### src/rtl/paws_reset_pkg.sv
// Shared types and constants for the PAWS reset sequencer.
package paws_reset_pkg;

    // Sequencer states, in the order the resets are released.
    typedef enum logic [2:0] {
        WAIT_LOCK,
        HOLD,
        REL_VIO,
        REL_CACHE,
        RUN
    } seqState_e;

    // Width and saturation value of the abort counter.
    localparam int RESTART_W = 8;
    localparam logic [RESTART_W-1:0] RESTART_MAX = '1;

    // Increment that sticks at the saturation value instead of wrapping.
    function automatic logic [RESTART_W-1:0] satInc(input logic [RESTART_W-1:0] v);
        return (v == RESTART_MAX) ? v : v + 1'b1;
    endfunction

endpackage

### src/rtl/paws_reset_sequencer_sync.sv
// N-stage single-bit synchronizer with asynchronous active-high clear.
module paws_sync_ff #(
    parameter int STAGES = 2
) (
    input  logic clock,
    input  logic reset,
    input  logic d_i,
    output logic q_o
);

    logic [STAGES-1:0] sync_q;

    // Shift the asynchronous input through the flop chain; the last flop is the
    // metastability-settled copy.
    always_ff @(posedge clock or posedge reset) begin
        if (reset) begin
            sync_q <= '0;
        end else begin
            sync_q <= {sync_q[STAGES-2:0], d_i};
        end
    end

    assign q_o = sync_q[STAGES-1];

endmodule

### src/rtl/paws_reset_sequencer.sv
// Staged reset release for the PAWS-CPU: video IO, then cache, then CPU, once
// the PLL lock has been stable for HOLD_CYCLES. Any lock loss (and, when built
// with PAWS_RSTSEQ_BTN_EN, a debounced button press) restarts the sequence.
module paws_reset_sequencer
    import paws_reset_pkg::*;
#(
    parameter int HOLD_CYCLES     = 65535,
    parameter int STAGE_GAP       = 16,
    parameter int SYNC_STAGES     = 2,
    parameter int DEBOUNCE_CYCLES = 1023
) (
    input  logic                 clock,
    input  logic                 reset,
    input  logic                 pll_locked,
    input  logic                 btn_reset,
    output logic                 rst_vio,
    output logic                 rst_cache,
    output logic                 rst_cpu,
    output logic                 ready,
    output logic [RESTART_W-1:0] restart_count
);

    localparam logic [15:0] HOLD_LAST = 16'(HOLD_CYCLES - 1);
    localparam logic [15:0] GAP_LAST  = 16'(STAGE_GAP - 1);

    logic lockS;
    logic btnEvent;
    logic abortReq;

    seqState_e            state_q, state_d;
    logic [15:0]          cnt_q, cnt_d;
    logic [RESTART_W-1:0] restartCnt_q, restartCnt_d;
    logic                 rstVio_q, rstVio_d;
    logic                 rstCache_q, rstCache_d;
    logic                 rstCpu_q, rstCpu_d;
    logic                 ready_q, ready_d;

    paws_sync_ff #(
        .STAGES (SYNC_STAGES)
    ) u_lockSync (
        .clock (clock),
        .reset (reset),
        .d_i   (pll_locked),
        .q_o   (lockS)
    );

`ifdef PAWS_RSTSEQ_BTN_EN
    localparam int DB_W = $clog2(DEBOUNCE_CYCLES + 1);
    localparam logic [DB_W-1:0] DB_LAST = DB_W'(DEBOUNCE_CYCLES);

    logic            btnS;
    logic [DB_W-1:0] dbCnt_q;

    paws_sync_ff #(
        .STAGES (SYNC_STAGES)
    ) u_btnSync (
        .clock (clock),
        .reset (reset),
        .d_i   (btn_reset),
        .q_o   (btnS)
    );

    // Count consecutive high cycles of the button, holding at the threshold so
    // the event persists for as long as the button stays pressed.
    always_ff @(posedge clock or posedge reset) begin
        if (reset) begin
            dbCnt_q <= '0;
        end else if (!btnS) begin
            dbCnt_q <= '0;
        end else if (dbCnt_q != DB_LAST) begin
            dbCnt_q <= dbCnt_q + 1'b1;
        end
    end

    assign btnEvent = (dbCnt_q == DB_LAST);
`else
    logic unusedBtn;

    assign unusedBtn = btn_reset & (DEBOUNCE_CYCLES > 0);
    assign btnEvent  = 1'b0;
`endif

    assign abortReq = !lockS || btnEvent;

    // Next-state, stage counter and abort counter; output flops are derived from
    // the next state so every reset line changes on the same edge as the FSM.
    always_comb begin
        state_d      = state_q;
        cnt_d        = cnt_q;
        restartCnt_d = restartCnt_q;

        case (state_q)
            WAIT_LOCK: begin
                cnt_d = '0;
                if (lockS && !btnEvent) begin
                    state_d = HOLD;
                end
            end
            HOLD: begin
                if (abortReq) begin
                    state_d = WAIT_LOCK;
                    cnt_d   = '0;
                end else if (cnt_q == HOLD_LAST) begin
                    state_d = REL_VIO;
                    cnt_d   = '0;
                end else begin
                    cnt_d = cnt_q + 16'd1;
                end
            end
            REL_VIO, REL_CACHE: begin
                if (abortReq) begin
                    state_d      = WAIT_LOCK;
                    cnt_d        = '0;
                    restartCnt_d = satInc(restartCnt_q);
                end else if (cnt_q == GAP_LAST) begin
                    state_d = (state_q == REL_VIO) ? REL_CACHE : RUN;
                    cnt_d   = '0;
                end else begin
                    cnt_d = cnt_q + 16'd1;
                end
            end
            RUN: begin
                cnt_d = '0;
                if (abortReq) begin
                    state_d      = WAIT_LOCK;
                    restartCnt_d = satInc(restartCnt_q);
                end
            end
            default: begin
                state_d = WAIT_LOCK;
                cnt_d   = '0;
            end
        endcase

        rstVio_d   = (state_d == WAIT_LOCK) || (state_d == HOLD);
        rstCache_d = !((state_d == REL_CACHE) || (state_d == RUN));
        rstCpu_d   = (state_d != RUN);
        ready_d    = (state_d == RUN);
    end

    // State, counters and registered outputs; the asynchronous reset forces every
    // reset line high immediately, independent of the clock.
    always_ff @(posedge clock or posedge reset) begin
        if (reset) begin
            state_q      <= WAIT_LOCK;
            cnt_q        <= '0;
            restartCnt_q <= '0;
            rstVio_q     <= 1'b1;
            rstCache_q   <= 1'b1;
            rstCpu_q     <= 1'b1;
            ready_q      <= 1'b0;
        end else begin
            state_q      <= state_d;
            cnt_q        <= cnt_d;
            restartCnt_q <= restartCnt_d;
            rstVio_q     <= rstVio_d;
            rstCache_q   <= rstCache_d;
            rstCpu_q     <= rstCpu_d;
            ready_q      <= ready_d;
        end
    end

    assign rst_vio       = rstVio_q;
    assign rst_cache     = rstCache_q;
    assign rst_cpu       = rstCpu_q;
    assign ready         = ready_q;
    assign restart_count = restartCnt_q;

endmodule

### config.mk
export PLATFORM = sky130hd
export DESIGN_NAME = paws_reset_sequencer
export DESIGN_NICKNAME = d
export VERILOG_FILES = /design/src/rtl/paws_reset_pkg.sv /design/src/rtl/paws_reset_sequencer_sync.sv /design/src/rtl/paws_reset_sequencer.sv
export SDC_FILE = /design/constraint.sdc
export NUM_CORES = 1
export LEC_CHECK = 0
export ABC_AREA = 1
export BUFFER_PORTS_ARGS = -buffer_cell sky130_fd_sc_hd__buf_2
export CORE_ASPECT_RATIO = 0.5
export CORE_MARGIN = 3
export CORE_UTILIZATION = 34
export CTS_CLUSTER_DIAMETER = 30
export DETAILED_ROUTE_END_ITERATION = 6
export MAX_ROUTING_LAYER = met4
export SLEW_MARGIN = 20
export SYNTH_ARGS = -nofsm -noshare
export SYNTH_HDL_FRONTEND = slang
export SYNTH_SLANG_ARGS = --single-unit
### constraint.sdc
create_clock -name clock -period 3.3 [get_ports clock]
set_input_delay 0.165 -clock clock [delete_from_list [all_inputs] [get_ports clock]]
set_output_delay 0.165 -clock clock [all_outputs]
set_load 0.01 [all_outputs]
# --- Word level (Yosys, flattened, before mapping) ---
# Index checks and enable logic that the tools add are counted.
word_totals:
  register_bits: 33
  inputBits: 4
  out_inout_bits: 12
  word_cells: 44
classes:
  bitwise_logic: 2
  n_addsub: 2
  reduce_logical: 8
  muxes: 13
  eq_ne: 11
op_table:
  columns: ["op", "n"]
  rows:
  - ["$mux 16", 4]
  - ["$pmux 16 s2", 1]
  - ["$mux 3", 7]
  - ["$add 16x1->16 const B", 1]
  - ["$eq 16x16->1 const B", 1]
  - ["$eq 16x4->1 const B", 1]
  - ["$pmux 3 s4", 1]
  - ["$eq 3x2->1 const B", 3]
  - ["$add 8x1->8 const B", 1]
  - ["$eq 8x8->1 const B", 1]
  - ["$eq 3x1->1 const B", 2]
  - ["$eq 3x3->1 const B", 2]
  - ["$logic_not 3->1", 2]
  - ["$ne 3x3->1 const B", 1]
  - ["$reduce_and 3->1", 1]
  - ["$reduce_or 3->1", 1]
  - ["$logic_or 1x1->1", 2]
  - ["$not 1->1", 2]
  - ["$reduce_or 2->1", 1]
  - ["$logic_not 1->1", 1]

# --- Depth between registers and ports, before layout ---
# Gate-level depths: netlist (run 1).
logic_depth:
  depth_word: 8
  mapped_depth: 10
  depth_no_buf: 9

# --- Hierarchy ---
# Synthesis (run 1) repeated with hierarchy kept, for this count alone.
unflattened:
  cells_unflattened: 220
  hier_area_um2: 1790.5
by_module_without_submodules:
  columns: ["mod", "cells_each", "instances", "seq_area_each_um2", "area_per_inst_um2"]
  rows:
  - ["paws_reset_sequencer", 217, 1, 779.5, 1736.7]
  - ["paws_sync_ff", 3, 1, 50.0, 53.8]

# --- Worst setup path before layout (run 1) ---
# No wires, ideal clock.
synth_path:
  path_kind: "register -> register"
  start: "register restartCnt_q[0], in the netlist restart_count[0]"
  end: "register restartCnt_q[5], in the netlist restart_count[5]"
  setup_ps: 126
  required_time_ps: 3174
  path_buffers: 0
  path_stages_with_launch: 9
  t_arrival_ps: 1321
  period_less_slack_ps: 1448
  path_slack_ps: 1852
  cell_sequence: "dfrtp_1 ha_1 inv_1 nor3_2 nand3_1 nand2_2 inv_2 nand2_1 o21ai_0"
synth_via:
  elab_chain_len: 3
  word_cells_on_any_way: 4
  classes_between: "1 x add/sub; 1 x eq/ne; 1 x bitwise; 1 x reduce/logical"
synth_lines:
  columns: ["element", "line", "rtl"]
  rows:
  - ["start, declared", "paws_reset_sequencer.sv:32", "logic [RESTART_W-1:0] restartCnt_q, restartCnt_d;"]
  - ["start signal, assigned", "paws_reset_sequencer.sv:155", "restartCnt_q <= restartCnt_d;"]
  - ["parallel branches: the longest is 3 deep, another holds $add 8x1->8", null, null]
# Several ways; the timed one is not identified.
# A chain may end at the register's enable or synchronous reset.

# --- Worst setup path after layout (run 1) ---
layout_path:
  start: "register cnt_q[0]"
  end: "register cnt_q[4]"
layout_via:
  elab_chain_len: 4
  word_cells_on_any_way: 8
  classes_between: "1 x add/sub; 2 x eq/ne; 5 x mux"
layout_lines:
  columns: ["element", "line", "rtl"]
  rows:
  - ["start, declared", "paws_reset_sequencer.sv:31", "logic [15:0] cnt_q, cnt_d;"]
  - ["start signal, assigned", "paws_reset_sequencer.sv:154", "cnt_q <= cnt_d;"]
  - ["$add 16x1->16, or another cell as far along", "paws_reset_sequencer.sv:107, paws_reset_sequencer.sv:119", null]
  - ["$mux 16, on equally long branches", "paws_reset_sequencer.sv:115, paws_reset_sequencer.sv:103", null]
  - ["$mux 16, on equally long branches", "paws_reset_sequencer.sv:111, paws_reset_sequencer.sv:100", null]
  - ["$pmux 16 s2 (*)", "paws_reset_sequencer.sv:92", "case (state_q)"]
  - ["net cnt_d[4]", "paws_reset_sequencer.sv:31", null]
# The timed path passes the listed nets; every way through them passes the cells marked *.

==> results.tsv, run 1 <==
metric	value	unit
path_clk_slew	0.07	ns
crit_cells	8	
crit_family	simple AND/OR/NAND/NOR gates	
drv_cap	0	
first_iter_violations	40	
routedWlPerCell	10.2	µm
clockRootBuffer	clkbuf_8	
status	finished clean	
switchingPower	0.163	mW
crit_path_max_incr_delay	0.42	ns
regArea	830	µm²
irDropWorstVdd	0.165	mV
r2r_cells	8	
n_fill_cell	466	
r2r-start	cnt_q[0]	
p_per_area	399	mW/mm²
place_congestion	0.843	
fin_skew	0.00922	ns
place_ws	1.62	ns
die_w	107	µm
syn_area	0.00174	mm²
htree_levels	2	
cts_inserted_buffers	5	
routed_wl	3.16	mm
tightest_slew	0.343	ns
post_cts_resized	0	
grt-ovfl-total	0	
yosys.area_share.simple	31.2	%
fin_crit_sh	50.1	%
cp-start-kind	register	
fin_tns_setup	0	ns
clock_path_buffers	2	
core	0.00466	mm²
cts_tree	yes	
hold_violations	0	
yosys_warnings	0	
postCtsSetupRepairBufs	0	
hold_class	reg -> reg	
cp-end-kind	register	
nNetsFinal	249	
synth_mux_area_share	0	%
io_pins	16	
r2r-end	cnt_q[4]	
diodes	0	
rsz0062_at_grt	no	
fp.dieArea	0.00605	mm²
synth_top_area_share	43.3	%
slew_viol_final	0	
drive_gt1_share	16.0	%
synthTopCellsByArea	dfrtp_1 (43%), nand2_1 (11%), nor2_1 (8.9%)	
swShare	20.3	%
ant_nets	0	
final_cell_mix	nand2_1 (50), nor2_1 (41), dfrtp_1 (30)	
area_growth	15.6	%
fin_ws	1.65	ns
regToRegSetupSlack	1.65	ns
p_comb_share	2.8	%
p_int	0.638	mW
drc	0	
seq_area_frac_synth	47.8	%
path_class	reg -> reg	
syn_area_per_cell	7.89	µm²
crit_fanout	11	
ys_seq_elements	33	
multi_input_area	785	µm²
row_count	17	
cp_slowest_cell	dfrtp_1	
crit_required	3.46	ns
slew_headroom	77.1	%
startpoint	cnt_q[0]	
clk_latency	0.28	ns
leakage	0.983	nW
pwr-share-seq	51.4	%
synth_xor_area_share	7.07	%
grt_pass1_vias	1316	
die_h	56.5	µm
synth_fa_ha_area_share	2.16	%
layout_commonest_cell	nand2_1	
floorplan.initialDensity	37.3	%
clkSinkCount	33	
grtUsageTotal	11.9	%
vias_per_cell	4.49	
p_clk_share	45.8	%
period_needed	1.65	ns
path_buf_inv	0	
endpoint	cnt_q[4]	
max_freq	604	MHz
synth_cell_types	25	
setup_violations	0	
path_cells	ha_1, nand3_2, nor2_2, nand2_1, nand2_1, nand2_2, nand2_2, nor2_1	
antenna_found_initial	0	
grt_pass1_wl	5.64	mm
place_hpwl	2.37	mm
synth_compound_area_share	4.76	%
synth_nets	227	
worstPathArrival	1.81	ns
portBuffers	14	
synth_top_family_by_area	simple AND/OR/NAND/NOR gates	
first_pass_iters	4	
yosys.area.top_type	dfrtp_1	
grt_max_degree	26	
synth_cells	220	
vias	1387	
layer usage:
metal  routed length [µm]  GRT usage (%)  share of wire (%)  vias to the layer above
li1                     -              -                  -                      722
met1                 1620           14.9                 51                      647
met2                 1420           18.3                 45                       16
met3                   95           3.90                3.0                        2
met4                   21           4.01               0.66                        0
met5                    0              -                  0                        -
power groups by stage:
| stage | clock network [mW] | registers (mW) | logic (mW) |
|---|---|---|---|
| 4_1_cts | 0.382 | 0.411 | 0.0238 |
| 6_report | 0.367 | 0.411 | 0.0226 |
| 5_1_grt | 0.400 | 0.412 | 0.0266 |
| 3_5_place_dp | 0 | 0.419 | 0.0220 |
| 3_3_place_gp | 0 | 0.419 | 0.0215 |
| 2_1_floorplan | 0 | 0.417 | 0.0179 |
flip-flops by register name, summed over array words and instances, names as in the netlist:
register and flops:
rst_cache 1, state_q 3, ready 1, rst_cpu 1
cnt_q 16, u_lockSync.sync_q 2, restart_count 8, rst_vio 1
logic make-up after synthesis:
group                    after synthesis
buffers and inverters                 30
AND/OR/NAND/NOR                      126
flip-flops                            33
XOR/XNOR                              14
AO/OA/AOI/OAI                         14
adder cells (fa/ha/maj)                3
synth_stat cells:
library cell,count
a21o_1,1
a21oi_1,2
a21oi_2,1
a31oi_1,1
buf_2,1
buf_6,1
dfrtp_1,30
dfstp_2,3
ha_1,3
inv_1,27
inv_2,1
nand2_1,50
nand2_2,6
nand3_1,19
nand3_2,1
nand4_1,2
nor2_1,41
nor2_2,4
nor3_1,2
nor3_2,1
o21ai_0,6
o21ai_1,1
o21bai_1,2
xnor2_1,5
xor2_1,9
per-stage QoR:
| step | instances | hold slack (ns) | total power, mW | util [%] | instance area (µm²) |
|---|---|---|---|---|---|
| after floorplan | 220 | 0.196 | 0.435 | - | 1740 |
| after global placement | 299 | 0.136 | 0.440 | 40.3 | 1880 |
| after detailed placement | 299 | 0.148 | 0.441 | 40.3 | 1880 |
| after CTS | 309 | 0.350 | 0.817 | 43.1 | 2010 |
| after global routing | 309 | 0.376 | 0.839 | 43.1 | 2010 |
| final | 309 | 0.348 | 0.801 | 43.1 | 2010 |
layout make-up:
type | instances | area share (%)
Sequential cell | 33 | 41.3
Clock inverter | 2 | 1.75
Timing Repair Buffer | 17 | 4.86
Multi-Input combinational cell | 157 | 39.1
Tap cell | 66 | 4.11
Clock buffer | 6 | 3.62
Inverter | 28 | 5.24
repair_timing:
item	4_1_cts	5_1_grt
endpoints found under the setup margin	0	0
hold endpoints to repair	9	0
hold buffers	2	0
worst min-delay path by stage:
stage                         startpoint                   end  cells after the start
CTS                 u_lockSync.sync_q[0]  u_lockSync.sync_q[1]                      0
floorplan                     pll_locked  u_lockSync.sync_q[0]                      0
global placement                   reset      restart_count[0]                      2
finish              u_lockSync.sync_q[0]  u_lockSync.sync_q[1]                      0
detailed placement                 reset      restart_count[0]                      2
global route        u_lockSync.sync_q[0]  u_lockSync.sync_q[1]                      0
(Power assumes the default switching activity.)
==> run 2, diff against run 1 <==
==> constraint.sdc (replaced) <==
create_clock -name clock -period 1.4 [get_ports clock]
set_input_delay 0.07 -clock clock [delete_from_list [all_inputs] [get_ports clock]]
set_output_delay 0.07 -clock clock [all_outputs]
set_load 0.01 [all_outputs]
==> results.tsv, run 2 (synthesis gave the netlist of run 1 again) <==
metric	value	unit
htree_levels	2	
violations	negative setup slack	
io_pins	16	
floorplan.initialDensity	37.3	%
area_growth	40.2	%
p_int	1.57	mW
core	0.00466	mm²
crit_required	1.57	ns
clock_path_buffers	2	
portBuffers	14	
fin_crit_sh	103	%
grtUsageTotal	13.8	%
path_class	reg -> reg	
vias	1571	
grt_max_degree	34	
cts_inserted_buffers	5	
routed_wl	3.91	mm
switchingPower	0.401	mW
hold_class	reg -> reg	
first_iter_violations	63	
leakage	1.16	nW
grt_pass1_wl	6.36	mm
slew_viol_final	0	
cp-start-kind	register	
clk_latency	0.28	ns
period_needed	1.45	ns
p_comb_share	3.8	%
nNetsFinal	279	
drc	0	
cp-end-kind	register	
place_congestion	0.818	
p_clk_share	46.8	%
slew_headroom	67.8	%
fin_skew	0.00313	ns
antenna_found_initial	0	
drive_gt1_share	39.2	%
die_h	56.5	µm
rsz0062_at_grt	yes	
fp.dieArea	0.00605	mm²
fin_tns_setup	-0.234	ns
drv_cap	0	
placedCellCount	322	
clockRootBuffer	clkbuf_8	
clkSinkCount	33	
cts_tree	yes	
top_register	cnt_q	
pwr-share-seq	49.4	%
diodes	0	
final_cell_mix	nand2_1 (43), nor2_1 (35), buf_4 (27)	
status	finished with violations	
regArea	835	µm²
layout_commonest_cell	nand2_1	
tightest_slew	0.482	ns
routedWlPerCell	11.5	µm
fin_ws	-0.0460	ns
multi_input_area	953	µm²
worstPathArrival	1.62	ns
irDropWorstVdd	0.508	mV
grt_pass1_vias	1461	
max_freq	692	MHz
n_fill_cell	428	
vias_per_cell	4.63	
final_cells	339	
row_count	17	
setup_violations	12	
p_per_area	810	mW/mm²
first_pass_iters	4	
hold_violations	0	
ant_nets	0	
largest_reg_flops	16	
swShare	20.4	%
crit_fanout	5	
place_hpwl	2.61	mm
die_w	107	µm
path_clk_slew	0.07	ns
holdWs	0.356	ns
grt-ovfl-total	0	
[run 2: cell types whose count changed in the layout (fill, tap and decap cells not counted), moves of 3 or more]
cell	before	now
dfrtp_1	30	26
buf_6	0	4
nand2_1	50	43
inv_2	1	6
nor2_2	4	8
buf_4	1	27
nand3_1	19	9
nand2_2	6	9
ha_1	3	0
nor2_1	41	35
inv_1	27	21
nand3_2	1	9
dfrtp_2	0	4
nand2_4	0	4
[run 2: critical path, stage by stage (launching register included)]
cell     delay [ns]
dfrtp_1        0.42
inv_1          0.08
ha_2           0.17
inv_2          0.04
nor2_4         0.07
nand2_2        0.06
o21ai_2        0.17
nand2_4        0.08
buf_6          0.14
nand3_2        0.06
nor2_2         0.05
[run 2: cell type report]
class / count / area share, %
tap: 66 / 3.40
clock buffer: 7 / 3.55
clock inverter: 1 / 1.23
multi-input combinational: 157 / 39.2
timing repair buffer: 47 / 13.9
inverter: 28 / 4.42
sequential: 33 / 34.3
[run 2: metrics by stage]
stage               worst slack [ns]  cell area (µm²)  utilization (%)  power (mW)
floorplan                    0.00366             1740                -        1.02
global placement             -0.0672             2060             44.2        1.04
global route                  -0.140             2430             52.2        2.06
CTS                          -0.0180             2270             48.7        1.99
finish                       -0.0460             2430             52.2        1.97
detailed placement            -0.119             2060             44.2        1.05
[run 2: timing repair]
item,in CTS,in global routing
endpoints found under the hold margin,31,0
buffers inserted,3,4
resized for setup,14,39
hold buffers,2,0
pin swaps,7,17
setup endpoints to repair,20,30
[run 2: routing by layer]
| metal | track usage, % | routed length, µm | vias to the layer above | share of wire, % |
|---|---|---|---|---|
| met3 | 5.17 | 130 | 5 | 3.3 |
| met4 | 4.92 | 31 | 0 | 0.79 |
| met1 | 16.0 | 1800 | 759 | 46 |
| li1 | - | - | 784 | - |
| met2 | 22.3 | 1950 | 23 | 50 |
| met5 | - | 0 | - | 0 |
[run 2: power by group through the flow]
stage | Clock, mW | Sequential (mW) | Combinational, mW
after global placement | 0 | 0.987 | 0.0574
after CTS | 0.950 | 0.969 | 0.0714
after global routing | 1.00 | 0.972 | 0.0847
after floorplan | 0 | 0.982 | 0.0422
after detailed placement | 0 | 0.987 | 0.0584
final | 0.922 | 0.972 | 0.0752
[run 2: final timing paths]
path                                            from                    to  slack, ns  depth (start not counted)
worst max-delay path                        cnt_q[0]             cnt_q[13]      -0.05                         10
worst min-delay path            u_lockSync.sync_q[0]  u_lockSync.sync_q[1]       0.36                          0
worst max register to register              cnt_q[0]             cnt_q[13]      -0.05                         10
worst min register to register  u_lockSync.sync_q[0]  u_lockSync.sync_q[1]       0.36                          0
max in group asynchronous                      reset             rst_cache       0.65                          4
min in group asynchronous                      reset              cnt_q[9]       0.41                          4
==> run 3, diff against run 2 <==
--- a/config.mk
+++ b/config.mk
@@ -8,11 +8,11 @@
 export ABC_AREA = 1
 export BUFFER_PORTS_ARGS = -buffer_cell sky130_fd_sc_hd__buf_2
 export CORE_ASPECT_RATIO = 0.5
-export CORE_MARGIN = 3
-export CORE_UTILIZATION = 34
+export CORE_UTILIZATION = 52
 export CTS_CLUSTER_DIAMETER = 30
 export DETAILED_ROUTE_END_ITERATION = 6
 export MAX_ROUTING_LAYER = met4
+export PLACE_DENSITY = 0.74
 export SLEW_MARGIN = 20
 export SYNTH_ARGS = -nofsm -noshare
 export SYNTH_HDL_FRONTEND = slang
==> results.tsv, run 3 (synthesis gave the netlist of run 1 again) <==
metric	value	unit
status	finished with violations	
violations	negative setup slack	
fp.dieArea	0.00359	mm²
die_w	83.7	µm
clk_latency	0.29	ns
hold_class	reg -> reg	
startpoint	cnt_q[6]	
p_total	2.02	mW
fin_ws	-0.167	ns
io_pins	16	
nNetsFinal	281	
r2r_cells	9	
setup_violations	18	
antenna_found_initial	0	
fin_crit_sh	112	%
fin_skew	0.00474	ns
slew_headroom	72.1	%
diodes	0	
postPlaceCellArea	0.00202	mm²
drive_gt1_share	44.7	%
row_count	14	
portBuffers	14	
final_cells	315	
crit_required	1.58	ns
placedCellCount	294	
cp-end-kind	register	
path_clk_slew	0.07	ns
fin_tns_setup	-1.63	ns
r2r-start	cnt_q[6]	
p_per_area	809	mW/mm²
cp-start-kind	register	
clock_path_buffers	2	
first_pass_iters	4	
ant_nets	0	
routedWlPerCell	14.2	µm
endpoint	cnt_q[11]	
n_fill_cell	154	
grt_max_degree	34	
vias	1676	
max_freq	638	MHz
floorplan.initialDensity	56.3	%
final_area	0.00249	mm²
final_cell_mix	nand2_1 (36), nor2_1 (34), dfrtp_1 (28)	
period_needed	1.57	ns
regToRegSetupSlack	-0.17	ns
cts_tree	yes	
holdWs	0.355	ns
core	0.00308	mm²
tightest_slew	0.418	ns
layout_commonest_cell	nand2_1	
rsz0062_at_grt	yes	
worstPathArrival	1.75	ns
hold_violations	0	
grt_pass1_vias	1535	
grtUsageTotal	25.7	%
path_class	reg -> reg	
die_h	42.9	µm
slew_viol_final	0	
r2r-end	cnt_q[11]	
irDropWorstVdd	0.702	mV
place_hpwl	2.50	mm
clkSinkCount	33	
area_growth	43.8	%
drv_cap	0	
cts_inserted_buffers	5	
first_iter_violations	103	
vias_per_cell	5.32	
largest_reg_flops	16	
grt_pass1_wl	6.87	mm
clockRootBuffer	clkbuf_8	
routed_wl	4.48	mm
top_register	cnt_q	
drc	0	
htree_levels	2	
place_congestion	0.845	
crit_fanout	5	
grt-ovfl-total	0	
leakage	1.21	nW
## run 3: cell count changes in the layout (fill, tap and decap cells not counted), sizes merged
cell      delta
buf          +2
clkbuf       -1
clkinvlp     +1
## run 3: cell type report
class / count / area, µm² / share of cell area (%)
Clock buffer: 6 / 82.6 / 3.31
Clock inverter: 2 / 37.5 / 1.50
Sequential cell: 33 / 832 / 33.4
Tap cell: 40 / 50.0 / 2.01
Multi-Input combinational cell: 157 / 1010 / 40.5
Inverter: 28 / 110 / 4.41
Timing Repair Buffer: 49 / 373 / 14.9
## run 3: where the power goes
part	switching [mW]	total [mW]	internal, mW
Sequential	0.00872	0.969	0.961
Clock	0.372	0.950	0.579
Combinational	0.0601	0.0988	0.0387
## run 3: how the worst min path moves through the flow
stage / start / endpoint / depth (start not counted)
global placement: reset / u_lockSync.sync_q[1] / 3
floorplan: pll_locked / u_lockSync.sync_q[0] / 0
detailed placement: reset / u_lockSync.sync_q[0] / 3
global route: u_lockSync.sync_q[0] / u_lockSync.sync_q[1] / 0
finish: u_lockSync.sync_q[0] / u_lockSync.sync_q[1] / 0
CTS: u_lockSync.sync_q[0] / u_lockSync.sync_q[1] / 0
## run 3: critical path, stage by stage, from the launching register on
cell     delay [ns]
dfrtp_1        0.43
nor2_1         0.18
nand2_1        0.11
nor2_4         0.14
nand2_1        0.09
nand2_1        0.11
nand2_2        0.11
buf_12         0.15
nand3_2        0.08
nor2_2         0.06
## run 3: per-stage QoR
step	worst slack, ns	util (%)
final	-0.167	80.9
after global routing	-0.185	80.9
after CTS	-0.0223	75.2
after detailed placement	-0.0818	65.6
after global placement	-0.0237	65.6
after floorplan	0.00366	-
## run 3: metal layers
layer  routed length, µm  vias to the layer above  GRT usage [%]
li1                    -                      789              -
met1                1920                      794           30.9
met2                2080                       69           42.0
met3                 240                       24           6.61
met4                 244                        0           11.5
met5                   0                        -              -
## run 3: repair_timing
| action | in CTS | in global routing |
|---|---|---|
| gates resized for setup | 27 | 46 |
| endpoints found under the setup margin | 19 | 30 |
| hold buffers | 2 | 0 |
| gates cloned | 0 | 0 |
| pin swaps | 14 | 23 |
| hold endpoints to repair | 31 | 0 |
| setup buffers | 6 | 5 |
